[src/rtl/bus_rr_arbiter.sv]
// Round-robin arbiter sharing one slave bus among nmasters bus masters.
// Optional BUSY watchdog enabled by defining ARB_TIMEOUT_EN.
module bus_rr_arbiter #(
  parameter int nmasters       = 3,
  parameter int TIMEOUT_CYCLES = 255
) (
  input  logic                   clk,
  input  logic                   rst,
  input  logic [32*nmasters-1:0] master_address,
  input  logic [32*nmasters-1:0] master_data_i,
  input  logic [4*nmasters-1:0]  master_wr,
  input  logic [nmasters-1:0]    master_enable,
  output logic [31:0]            master_data_o,
  output logic [nmasters-1:0]    master_ready,
  output logic [nmasters-1:0]    master_error,
  input  logic [31:0]            slave_data_i,
  input  logic                   slave_ready,
  input  logic                   slave_error,
  output logic [31:0]            slave_address,
  output logic [31:0]            slave_data_o,
  output logic [3:0]             slave_wr,
  output logic                   slave_enable
);

  localparam int GW = (nmasters > 1) ? $clog2(nmasters) : 1;

  if (nmasters < 2 || nmasters > 8) begin : g_bad_n
    $error("bus_rr_arbiter: nmasters out of range");
  end
  if (TIMEOUT_CYCLES < 1) begin : g_bad_to
    $error("bus_rr_arbiter: TIMEOUT_CYCLES must be >= 1");
  end

  typedef enum logic {
    S_IDLE,
    S_BUSY
  } state_t;

  state_t        r_state;
  logic [GW-1:0] r_grant;
  logic [GW-1:0] r_last_grant;

  logic          w_busy;
  logic          w_en;
  logic          w_done;
  logic          w_found;
  logic          w_timeout;
  logic [GW-1:0] w_next;
  int            w_idx;

  assign w_busy = (r_state == S_BUSY);
  assign w_en   = w_busy && master_enable[r_grant];

`ifdef ARB_TIMEOUT_EN
  localparam int CW = $clog2(TIMEOUT_CYCLES + 1);
  logic [CW-1:0] r_cnt;

  assign w_timeout = w_en && !slave_ready && !slave_error
                  && (r_cnt == CW'(TIMEOUT_CYCLES));
`else
  assign w_timeout = 1'b0;
`endif

  // Dropped enable is an abort: finish without acknowledging
  assign w_done = !w_en || slave_ready || slave_error || w_timeout;

  // Descending scan so the nearest requester after last_grant wins
  always_comb begin
    w_found = 1'b0;
    w_next  = r_last_grant;
    w_idx   = 0;
    for (int k = nmasters; k >= 1; k--) begin
      w_idx = (int'(r_last_grant) + k) % nmasters;
      if (master_enable[w_idx]) begin
        w_found = 1'b1;
        w_next  = GW'(w_idx);
      end
    end
  end

  always_ff @(posedge clk or posedge rst) begin
    if (rst) begin
      r_state      <= S_IDLE;
      r_grant      <= '0;
      r_last_grant <= GW'(nmasters - 1);
`ifdef ARB_TIMEOUT_EN
      r_cnt        <= '0;
`endif
    end else begin
      unique case (r_state)
        S_IDLE: begin
          if (w_found) begin
            r_grant <= w_next;
            r_state <= S_BUSY;
`ifdef ARB_TIMEOUT_EN
            r_cnt   <= '0;
`endif
          end
        end
        S_BUSY: begin
          if (w_done) begin
            r_last_grant <= r_grant;
            r_state      <= S_IDLE;
          end
`ifdef ARB_TIMEOUT_EN
          else begin
            r_cnt <= r_cnt + 1'b1;
          end
`endif
        end
        default: r_state <= S_IDLE;
      endcase
    end
  end

  assign master_data_o = slave_data_i;

  always_comb begin
    slave_address = '0;
    slave_data_o  = '0;
    slave_wr      = '0;
    slave_enable  = 1'b0;
    master_ready  = '0;
    master_error  = '0;
    if (w_busy) begin
      slave_address = master_address[int'(r_grant)*32 +: 32];
      slave_data_o  = master_data_i[int'(r_grant)*32 +: 32];
      slave_wr      = master_wr[int'(r_grant)*4 +: 4];
      slave_enable  = w_en && !w_timeout;
      master_error[r_grant] = w_en && (slave_error || w_timeout);
      master_ready[r_grant] = w_en && slave_ready && !slave_error;
    end
  end

endmodule

[config.mk]
export PLATFORM = sky130hd
export DESIGN_NAME = bus_rr_arbiter
export DESIGN_NICKNAME = d
export VERILOG_FILES = /design/src/rtl/bus_rr_arbiter.sv
export SDC_FILE = /design/constraint.sdc
export NUM_CORES = 1
export LEC_CHECK = 0
export CAP_MARGIN = 20
export CORE_AREA = 2 2 135 137
export CTS_CLUSTER_SIZE = 16
export DETAILED_ROUTE_END_ITERATION = 12
export DIE_AREA = 0 0 137 139
export PLACE_DENSITY = 0.61
export REMOVE_ABC_BUFFERS = 1
export SKIP_CTS_REPAIR_TIMING = 1
export SLEW_MARGIN = 10
export SYNTH_ARGS = -nofsm -noshare
export SYNTH_HDL_FRONTEND = slang
export SYNTH_SLANG_ARGS = --single-unit
export TNS_END_PERCENT = 100
[constraint.sdc]
create_clock -name clk -period 2.5 [get_ports clk]
set_input_delay 0.25 -clock clk [delete_from_list [all_inputs] [get_ports clk]]
set_output_delay 0.25 -clock clk [all_outputs]
set_load 0.02 [all_outputs]
==> results.md <==
- Leakage power total: 2.19 nW
- Iter 0 DRT Violations: 85
- Crit. Startpoint: r_grant[0]
- Root buffer cell: clkbuf_16
- Critical Path End: slave_data_o[20]
- Final non-filler cell total: 866
- Max-cap violations: 0
- Async SR Flop Fraction: 100%
- Placed cell count: 862
- Final min period: 2.35 ns
- Clock slew at reported path FFs: 0.03 ns
- Netlist cell types: 34
- R2r worst-path depth: 7
- Crit-path max FO: 36
- H-tree level count: 1
- Core box area: 17700 µm²
- FF+latch area: 133 µm²
- Via/cell ratio: 4.15
- Main synth FF type: dfrtp_1
- Ant diodes: 0
- Register-to-register setup slack: 0.42 ns
- Cts bufs inserted: 3
- Pre-Repair DR Iteration Count: 4
- Final Hold Fails: 0
- Post-route DRC: 0
- Rel. slew slack: 72.8%
- Peak supply drop: 532 µV
- Flop pwr share: 3.9%
- P per Cell Area: 889 nW/µm²
- Peak Freq: 425 MHz
- Max Root-Sink Buffers: 2
- Comb pwr share: 90.9%
- Crit-path max cell delay: 0.61 ns
- Filler instances: 1923
- Worst-Margin Slew: 0.407 ns
- Drt total wl: 13000 µm
- Max-slew violations: 0
- Multi-input logic area: 2090 µm²
- Yosys warns: 0
- Synth top area share: 28.2%
- Cell Area, Placed: 5520 µm²
- Wirelength per Cell: 15.0 µm
- Outcome: complete, no violations
- Critical Path AT: 2.10 ns
- Final worst-path cycle share: 94.0%
- Switch Pwr: 2.41 mW
- Global placer's final weighted congestion: 0.785
- Setup Viol. Count Final: 0
- CP required: 2.25 ns
- Dominant cell type by area after synthesis: mux2i_1
- Die H: 139 µm
- RR Startpoint: r_last_grant[0]
- Hpwl dp: 10600 µm
- I/O Buffers: 285
- Via total after detailed routing: 3594
- Top cells by area, synth: mux2i_1 (28%), and2_1 (16%), o21ai_1 (13%)
- Post-synth EDFFs: 0
- Crit path launch type: flip-flop
- Worst R2R End: r_grant[1]
- Register area share after synthesis: 4.81%
- RSZ-0062 raised after global routing: no
- Die W: 137 µm
- Row cnt: 49
- Flops & latches, synth: 5
- CP Capture Type: primary output
- Global-route wire length before repair: 19100 µm
- Largest net degree at the start of global routing: 41
- Io pins: 350
- Avg Inst Size Synth: 6.56 µm²
- Post-DRT Antenna Nets: 0
- HP Class: in -> async
- DIE AREA: 19000 µm²
- Layout cells sized above 1: 3.45%
- Crit Path Category: reg -> out
- CTS sink cnt: 5
- Commonest cells post-synth: nand2_1 (76), mux2i_1 (74), o21ai_1 (69)
- Total gr overflow: 0
- Critical path's slowest cell: clkdlybuf4s50_1
- Most frequent cell after synthesis: nand2_1
- Synthesized area: 2630 µm²
- Vias in the first global route: 3596
- GRT Util Overall: 12.5%
- Synth Instances: 401
- Fin area: 5610 µm²
- Final #Nets: 885
- Clk Latency, worst-skew pair: 0.23 ns
- CTS tree: built
- Starting density of the core: 14.9%
- Clk pwr share: 5.2%
- Crit path cell chain: nor2b_4 -> buf_12 -> nand2_1 -> o21ai_1 -> and2_1 -> clkdlybuf4s50_1
- Layout Skew: 0.00180 ns
- Area grow syn2layout: 113%
- Initial antenna violation count: 0
- Internal: 2.58 mW
- Sw frac: 48.3%
power groups by stage:
| stage | registers [mW] | clock network (mW) | logic, mW |
|---|---|---|---|
| after CTS | 0.193 | 0.265 | 4.60 |
| final | 0.193 | 0.261 | 4.53 |
| after floorplan | 0.504 | 0 | 2.34 |
| after global placement | 0.192 | 0 | 4.58 |
| after detailed placement | 0.194 | 0 | 4.58 |
| after global routing | 0.201 | 0.271 | 4.91 |
sequential cells by signal (all words and copies together) (netlist names):
signal        flops
r_grant           2
r_last_grant      2
r_state           1
cell families after synthesis:
group                    after synthesis  share of synthesized area (%)
AO/OA/AOI/OAI                         87                           18.1
AND/OR/NAND/NOR                      159                           30.4
multiplexers                          75                           28.6
adder cells (fa/ha/maj)                4                           1.90
buffers and inverters                 71                           16.1
flip-flops                             5                           4.81
worst min path at each step:
| stage | startpoint | end |
|---|---|---|
| after CTS | rst | r_last_grant[0] |
| after floorplan | rst | r_grant[0] |
| after global placement | rst | r_last_grant[0] |
| final | rst | r_last_grant[0] |
| after global routing | rst | r_last_grant[0] |
| after detailed placement | rst | r_last_grant[0] |
layer usage:
metal	track usage, %	routed length, µm
met1	14.1	5060
met5	3.70	66
met2	21.4	5860
met4	2.44	199
met3	5.59	1840
critical path: cells and delay by family, from the launching register on:
| kind | cells | cell delay [ns] |
|---|---|---|
| buffers and inverters | 2 | 0.83 |
| DFF | 1 | 0.52 |
| and+or+nand+nor | 3 | 0.43 |
| AOI/OAI and AO/OA | 1 | 0.07 |
cells in the final DEF (no fill, tap or decap), types with 2 or more instances in the layout:
cell | Yosys | routed
ha_1 | 4 | 4
buf_4 | 38 | 8
and2_1 | 68 | 68
clkbuf_16 | 0 | 3
o22ai_1 | 4 | 4
o2bb2ai_1 | 2 | 2
dfrtp_2 | 0 | 2
nor2b_1 | 4 | 3
clkdlybuf4s50_1 | 0 | 280
a21oi_1 | 3 | 3
buf_12 | 0 | 4
mux2i_1 | 74 | 74
nor2_1 | 4 | 4
and3_1 | 2 | 2
dlymetal6s2s_1 | 0 | 5
o21ai_1 | 69 | 69
inv_1 | 5 | 5
nand2_1 | 76 | 76
final cells by class:
class / instances / area share [%]
timing repair buffer: 297 / 53.6
multi-input combinational: 325 / 37.2
tap: 229 / 5.11
sequential: 5 / 2.36
clock buffer: 4 / 1.40
inverter: 6 / 0.401
metrics by stage:
step	setup TNS (ns)	total power [mW]	hold WS, ns	util [%]	setup slack [ns]
floorplan	-207.53	2.85	0.0278	-	-3.01
global placement	0	4.77	0.466	31.3	0.129
detailed placement	0	4.77	0.471	31.3	0.146
CTS	0	5.05	0.234	31.7	0.00247
global route	0	5.39	0.273	31.8	0.0252
finish	0	4.99	0.226	31.8	0.149
Power figures use the tool's default switching activity.
